===== config.mk =====
export PLATFORM = sky130hd
export DESIGN_NAME = mem_access_unit
export DESIGN_NICKNAME = d
export VERILOG_FILES = /design/src/rtl/mem_access_unit.sv
export SDC_FILE = /design/constraint.sdc
export NUM_CORES = 1
export LEC_CHECK = 0
export ABC_CLOCK_PERIOD_IN_PS = 2150
export BUFFER_PORTS_ARGS = -buffer_cell sky130_fd_sc_hd__buf_2
export CAP_MARGIN = 20
export CORE_ASPECT_RATIO = 2
export CORE_MARGIN = 4
export CORE_UTILIZATION = 45
export CTS_CLUSTER_DIAMETER = 120
export DETAILED_ROUTE_END_ITERATION = 10
export GPL_ROUTABILITY_DRIVEN = 0
export GPL_TIMING_DRIVEN = 0
export PLACE_DENSITY_LB_ADDON = 0.12
export REMOVE_ABC_BUFFERS = 1
export SYNTH_ARGS = -nofsm -noshare
export SYNTH_HDL_FRONTEND = slang
export SYNTH_SLANG_ARGS = --single-unit

===== constraint.sdc =====
create_clock -name clk -period 2.15 [get_ports clk]
set_input_delay 0.1075 -clock clk [delete_from_list [all_inputs] [get_ports clk]]
set_output_delay 0.1075 -clock clk [all_outputs]
set_load 0.005 [all_outputs]

===== src/rtl/mem_access_unit.sv =====
// M-stage load/store engine: drives a word-addressed variable-latency bus with byte enables,
// extends load data and reports AdEL/AdES/DBE. Define MEM_UNALIGNED_SPLIT_EN to split word-crossing accesses.
module mem_access_unit #(
    parameter int ADDR_W  = 32,
    parameter int TIMEOUT = 255
) (
    input  logic              clk,
    input  logic              reset,
    input  logic              req_valid,
    input  logic              req_we,
    input  logic [1:0]        req_size,
    input  logic              req_unsigned,
    input  logic [ADDR_W-1:0] req_addr,
    input  logic [31:0]       req_wdata,
    output logic              req_ready,
    output logic              stall,
    output logic              resp_valid,
    output logic [31:0]       resp_rdata,
    output logic              resp_exc,
    output logic [4:0]        resp_exc_code,
    output logic              bus_req,
    output logic [ADDR_W-1:0] bus_addr,
    output logic              bus_we,
    output logic [3:0]        bus_be,
    output logic [31:0]       bus_wdata,
    input  logic              bus_ack,
    input  logic [31:0]       bus_rdata
);
    localparam int               CNT_W    = (TIMEOUT > 1) ? $clog2(TIMEOUT) : 1;
    localparam logic [CNT_W-1:0] CNT_LAST = CNT_W'(TIMEOUT - 1);
    localparam logic [4:0]       EXC_ADEL = 5'd4;
    localparam logic [4:0]       EXC_ADES = 5'd5;
    localparam logic [4:0]       EXC_DBE  = 5'd7;

    typedef enum logic [1:0] {
        IDLE  = 2'd0,
        BEAT0 = 2'd1,
        BEAT1 = 2'd2,
        DONE  = 2'd3
    } state_t;

    function automatic logic [3:0] size_mask(input logic [1:0] size);
        case (size)
            2'd0:    size_mask = 4'b0001;
            2'd1:    size_mask = 4'b0011;
            default: size_mask = 4'b1111;
        endcase
    endfunction

    function automatic logic [31:0] extend(input logic [31:0] raw, input logic [1:0] size, input logic uns);
        case (size)
            2'd0:    extend = {{24{raw[7] & ~uns}}, raw[7:0]};
            2'd1:    extend = {{16{raw[15] & ~uns}}, raw[15:0]};
            default: extend = raw;
        endcase
    endfunction

    state_t            state_r, state_s;
    logic [CNT_W-1:0]  cnt_r, cnt_s;
    logic              we_r, we_s, uns_r, uns_s, split_r, split_s;
    logic [1:0]        size_r, size_s, off_r, off_s;
    logic [3:0]        be_hi_r, be_hi_s;
    logic [31:0]       wdata_hi_r, wdata_hi_s, acc_r, acc_s;
    logic              bus_req_r, bus_req_s, bus_we_r, bus_we_s;
    logic [ADDR_W-1:0] bus_addr_r, bus_addr_s;
    logic [3:0]        bus_be_r, bus_be_s;
    logic [31:0]       bus_wdata_r, bus_wdata_s;
    logic              resp_valid_r, resp_valid_s, resp_exc_r, resp_exc_s;
    logic [4:0]        resp_code_r, resp_code_s;
    logic [31:0]       resp_rdata_r, resp_rdata_s;

    logic [1:0]        dec_size_s;
    logic [7:0]        dec_mask_s;
    logic [63:0]       dec_wdata_s;
    logic              dec_fault_s, dec_split_s;
    logic [31:0]       ld_raw_s;

    // Decode the presented request; only consumed on the accept cycle
    always_comb begin
        dec_size_s  = (req_size == 2'd3) ? 2'd2 : req_size;
        dec_mask_s  = {4'b0000, size_mask(dec_size_s)} << req_addr[1:0];
        dec_wdata_s = {32'h0000_0000, req_wdata} << {req_addr[1:0], 3'b000};
`ifdef MEM_UNALIGNED_SPLIT_EN
        dec_fault_s = 1'b0;
        dec_split_s = |dec_mask_s[7:4];
`else
        dec_fault_s = ((dec_size_s == 2'd1) && req_addr[0]) ||
                      ((dec_size_s == 2'd2) && (req_addr[1:0] != 2'b00));
        dec_split_s = 1'b0;
`endif
    end

    // Load bytes gathered low-first: beat0 supplies the bytes from the offset up, beat1 the rest
    always_comb begin
        if (state_r == BEAT1) begin
            ld_raw_s = acc_r | (bus_rdata << (6'd32 - {1'b0, off_r, 3'b000}));
        end else begin
            ld_raw_s = bus_rdata >> {off_r, 3'b000};
        end
    end

    // Next-state and next-output logic
    always_comb begin
        state_s      = state_r;
        cnt_s        = cnt_r;
        we_s         = we_r;
        uns_s        = uns_r;
        split_s      = split_r;
        size_s       = size_r;
        off_s        = off_r;
        be_hi_s      = be_hi_r;
        wdata_hi_s   = wdata_hi_r;
        acc_s        = acc_r;
        bus_req_s    = bus_req_r;
        bus_addr_s   = bus_addr_r;
        bus_we_s     = bus_we_r;
        bus_be_s     = bus_be_r;
        bus_wdata_s  = bus_wdata_r;
        resp_valid_s = 1'b0;
        resp_exc_s   = 1'b0;
        resp_code_s  = 5'd0;
        resp_rdata_s = 32'd0;
        case (state_r)
            IDLE: begin
                if (req_valid) begin
                    we_s       = req_we;
                    uns_s      = req_unsigned;
                    size_s     = dec_size_s;
                    off_s      = req_addr[1:0];
                    split_s    = dec_split_s;
                    be_hi_s    = dec_mask_s[7:4];
                    wdata_hi_s = dec_wdata_s[63:32];
                    acc_s      = 32'd0;
                    cnt_s      = '0;
                    if (dec_fault_s) begin
                        state_s      = DONE;
                        resp_valid_s = 1'b1;
                        resp_exc_s   = 1'b1;
                        resp_code_s  = req_we ? EXC_ADES : EXC_ADEL;
                    end else begin
                        state_s     = BEAT0;
                        bus_req_s   = 1'b1;
                        bus_addr_s  = {req_addr[ADDR_W-1:2], 2'b00};
                        bus_we_s    = req_we;
                        bus_be_s    = dec_mask_s[3:0];
                        bus_wdata_s = dec_wdata_s[31:0];
                    end
                end else begin
                    state_s = IDLE;
                end
            end
            BEAT0, BEAT1: begin
                if (bus_ack) begin
                    cnt_s = '0;
                    if ((state_r == BEAT0) && split_r) begin
                        state_s     = BEAT1;
                        acc_s       = ld_raw_s;
                        bus_addr_s  = bus_addr_r + ADDR_W'(3'd4);
                        bus_be_s    = be_hi_r;
                        bus_wdata_s = wdata_hi_r;
                    end else begin
                        state_s      = DONE;
                        bus_req_s    = 1'b0;
                        bus_we_s     = 1'b0;
                        bus_be_s     = 4'b0000;
                        resp_valid_s = 1'b1;
                        resp_rdata_s = we_r ? 32'd0 : extend(ld_raw_s, size_r, uns_r);
                    end
                end else if (cnt_r == CNT_LAST) begin
                    state_s      = DONE;
                    bus_req_s    = 1'b0;
                    bus_we_s     = 1'b0;
                    bus_be_s     = 4'b0000;
                    resp_valid_s = 1'b1;
                    resp_exc_s   = 1'b1;
                    resp_code_s  = EXC_DBE;
                end else begin
                    cnt_s = cnt_r + CNT_W'(1'b1);
                end
            end
            DONE: begin
                state_s = IDLE;
            end
            default: begin
                state_s = IDLE;
            end
        endcase
    end

    // State and registered outputs, synchronous reset
    always_ff @(posedge clk) begin
        if (reset) begin
            state_r      <= IDLE;
            cnt_r        <= '0;
            we_r         <= 1'b0;
            uns_r        <= 1'b0;
            split_r      <= 1'b0;
            size_r       <= 2'd0;
            off_r        <= 2'd0;
            be_hi_r      <= 4'b0000;
            wdata_hi_r   <= 32'd0;
            acc_r        <= 32'd0;
            bus_req_r    <= 1'b0;
            bus_addr_r   <= '0;
            bus_we_r     <= 1'b0;
            bus_be_r     <= 4'b0000;
            bus_wdata_r  <= 32'd0;
            resp_valid_r <= 1'b0;
            resp_exc_r   <= 1'b0;
            resp_code_r  <= 5'd0;
            resp_rdata_r <= 32'd0;
        end else begin
            state_r      <= state_s;
            cnt_r        <= cnt_s;
            we_r         <= we_s;
            uns_r        <= uns_s;
            split_r      <= split_s;
            size_r       <= size_s;
            off_r        <= off_s;
            be_hi_r      <= be_hi_s;
            wdata_hi_r   <= wdata_hi_s;
            acc_r        <= acc_s;
            bus_req_r    <= bus_req_s;
            bus_addr_r   <= bus_addr_s;
            bus_we_r     <= bus_we_s;
            bus_be_r     <= bus_be_s;
            bus_wdata_r  <= bus_wdata_s;
            resp_valid_r <= resp_valid_s;
            resp_exc_r   <= resp_exc_s;
            resp_code_r  <= resp_code_s;
            resp_rdata_r <= resp_rdata_s;
        end
    end

    assign req_ready     = (state_r == IDLE) && !reset;
    assign stall         = req_valid && !resp_valid_r;
    assign resp_valid    = resp_valid_r;
    assign resp_rdata    = resp_rdata_r;
    assign resp_exc      = resp_exc_r;
    assign resp_exc_code = resp_code_r;
    assign bus_req       = bus_req_r;
    assign bus_addr      = bus_addr_r;
    assign bus_we        = bus_we_r;
    assign bus_be        = bus_be_r;
    assign bus_wdata     = bus_wdata_r;
endmodule


==> results.cfg <==
[timing]
finalClockSkew_ns = 0.009884
period_needed_ns = 2.095
setup_tns_ns = 0
fmax_mhz = 477.3
max-slew-margin-rel = 0.3414
tightest_slew_ns = 0.9803
rsz0062_at_grt = true
timing.hold.ws_ns = 0.06981
drv_slew = 0
hold_violations = 0
finalCritPeriodShare = 0.9745
setup_viol = 0

[route]
via_per_inst = 5.737
drt_pass1_iterations = 5
via_count = 6311
drc_errors = 0
antenna_left = 0
wl_per_cell_um = 17.75
first_iter_violations = 326
routed_wl_um = 19520

[synthesis]
synth-edff-count = 0
synth_top_area_frac = 0.4082
ys_types = 58
postSynthCellCount = 697
synthArstFlopShare = 0
ys_seq_elements = 120
yosys_warnings = 0
ys.flop_type = dfxtp_1
syn_avg_cell_area_um2 = 8.444
synth_area_leader_cell = dfxtp_1
seq_area_frac_synth = 0.4082
synth_area_um2 = 5886
ys_top_cells_by_area = dfxtp_1 (41%), nand2_1 (7.3%), a21oi_1 (6.8%), mux2i_1 (4.6%), mux2_2 (3.8%)

[setup_path]
path_buf_inv = 3
cp.depth = 8
setup.worst_path.class = flop to flop
crit_arrival_ns = 2.37
start_kind = flop
slowest_delay_ns = 0.38
crit_path_cell_trace = buf_12 -> clkinvlp_4 -> ha_4 -> buf_6 -> mux2_2 -> a22o_1 -> a22oi_1 -> a31oi_1
crit_required_ns = 2.43
critPathSlowestCell = dfxtp_4
crit_path_max_fanout = 7
reg2reg_depth = 8
cpLargestDelayFamily = compound AO/OA/AOI/OAI gates
cp-end-kind = flop

[placed_design]
port_buffers = 210
place_hpwl_um = 12270
dp_cells = 999

[final_layout]
finalNetCount = 1046
syn_to_final_growth_pct = 41.75
register_area_um2 = 2406
drive_above_1_share = 0.3425
layoutNonFillerInstCount = 1100
layout_common_cells = buf_2 (210), dfxtp_1 (119), nand2_1 (114)
n_fill_cell = 1083
final_common_cell = buf_2
multi_input_comb_area_um2 = 3307

[clock_tree]
cts_tree = yes
cts_buffer_depth = 2
clk_latency_ns = 0.41
root_buffer = clkbuf_16
cts.reportedPaths.clkPinSlew_ns = 0.06
numCtsBuffers = 17
htreeDepth = 4
cts.sinks = 120

[floorplanning]
ios = 215
initial_core_util = 0.4634
die_w_um = 88.87
rows = 58
die_y_um = 169.7
core_area_um2 = 12700
die-area_um2 = 15080

[power_and_ir_drop]
worst_ir_drop_vdd_uv = 732.3
leakage_uw = 0.003540
p_per_area_nw_per_um2 = 1066
total_power_uw = 8894

[grt]
grt_max_degree = 54
grt_usage = 0.2522
grt_pass1_wl_um = 30150
grt_antenna_before_repair = 0
grt_pass1_vias = 6251
grt_overflow_total = 0

[run_status]
outcome = finished clean

[job]
maxCapViolations = 0

[worst_hold_path]
hold_path_depth = 3
hp-class = input port to flop
sequential cells by signal, indices dropped and copies added, names as in the netlist:
signal and count:
size_r 2, bus_we 1, state_r 2, resp_valid 1
bus_wdata 32, uns_r 1, cnt_r 8, resp_exc_code 2
bus_req 1, bus_be 4, we_r 1, resp_rdata 32
off_r 2, bus_addr 30, resp_exc 1
cells in the mapped netlist (3+ instances only):
cell / number
buf_4: 9
nand2_1: 114
mux2_2: 20
dfxtp_1: 120
a21oi_1: 80
o2bb2ai_1: 16
nor2_1: 38
nand3b_1: 3
buf_2: 34
nor2b_1: 10
a211oi_1: 12
clkbuf_1: 19
a211o_1: 7
o21ai_0: 3
nand3_1: 34
a22oi_1: 23
mux2i_1: 27
a31oi_1: 16
or3_1: 15
inv_1: 9
o211ai_1: 15
nor3_1: 13
o21ai_1: 4
a22o_1: 10
ha_1: 6
per-stage QoR:
stage	util	setup WS, ns	instance area [um^2]
floorplan	-	-1.702	5562
global placement	0.5355	-2.882	6800
detailed placement	0.5420	-1.438	6883
CTS	0.6434	0.009114	8172
global route	0.6567	-0.01844	8341
finish	0.6569	0.05477	8343
worst paths after layout:
| check | from | end | slack, ns |
|---|---|---|---|
| max | off_r[0] | resp_rdata[24] | 0.05 |
| min | bus_rdata[26] | resp_rdata[26] | 0.07 |
| max reg2reg | off_r[0] | resp_rdata[24] | 0.05 |
| min reg2reg | bus_wdata[9] | bus_wdata[9] | 0.45 |
per-layer routing:
metal	track usage	up-vias	routed length [um]
li1	-	2983	-
met1	0.2620	2956	6811
met2	0.4550	293	10320
met3	0.06365	79	1497
met4	0.1217	0	894
met5	0	-	0
worst min-delay path, cell delays in order:
cell	delay (ns)
buf_2	0.10
a22oi_1	0.08
a31oi_1	0.15
kinds of logic (layout without fill, tap and decap cells):
kind of cell | after synthesis | in the layout | share of synthesized area
and+or+nand+nor | 241 | 243 | 0.1877
AOI/OAI and AO/OA | 202 | 203 | 0.2347
DFF | 120 | 120 | 0.4082
buffers and inverters | 76 | 322 | 0.06399
muxes | 50 | 50 | 0.09056
adders and majority gates | 6 | 6 | 0.01275
other | 1 | 5 | 0.0006371
xor gates and xnor gates | 1 | 1 | 0.001488
power breakdown:
group          leakage, uW  switching [uW]  internal (uW)
Sequential        0.000975             169           2550
Clock             0.000279            1120           1730
Combinational      0.00229            1910           1420
repair_timing:
action | in CTS | in global routing
endpoints found under the hold margin | 42 | 0
gates resized for setup | 24 | 10
hold buffers | 40 | 0
pin swaps | 4 | 4
endpoints found under the setup margin | 44 | 34
gates cloned | 4 | 1
setup buffers | 11 | 12
cell type report:
cell class	instances	share of cell area
Antenna cell	1	0.0002999
Clock buffer	17	0.05099
Clock inverter	15	0.02010
Inverter	11	0.005399
Multi-Input combinational cell	507	0.3964
Sequential cell	120	0.2884
Tap cell	150	0.02250
Timing Repair Buffer	279	0.2160
(Power assumes the default switching activity.)
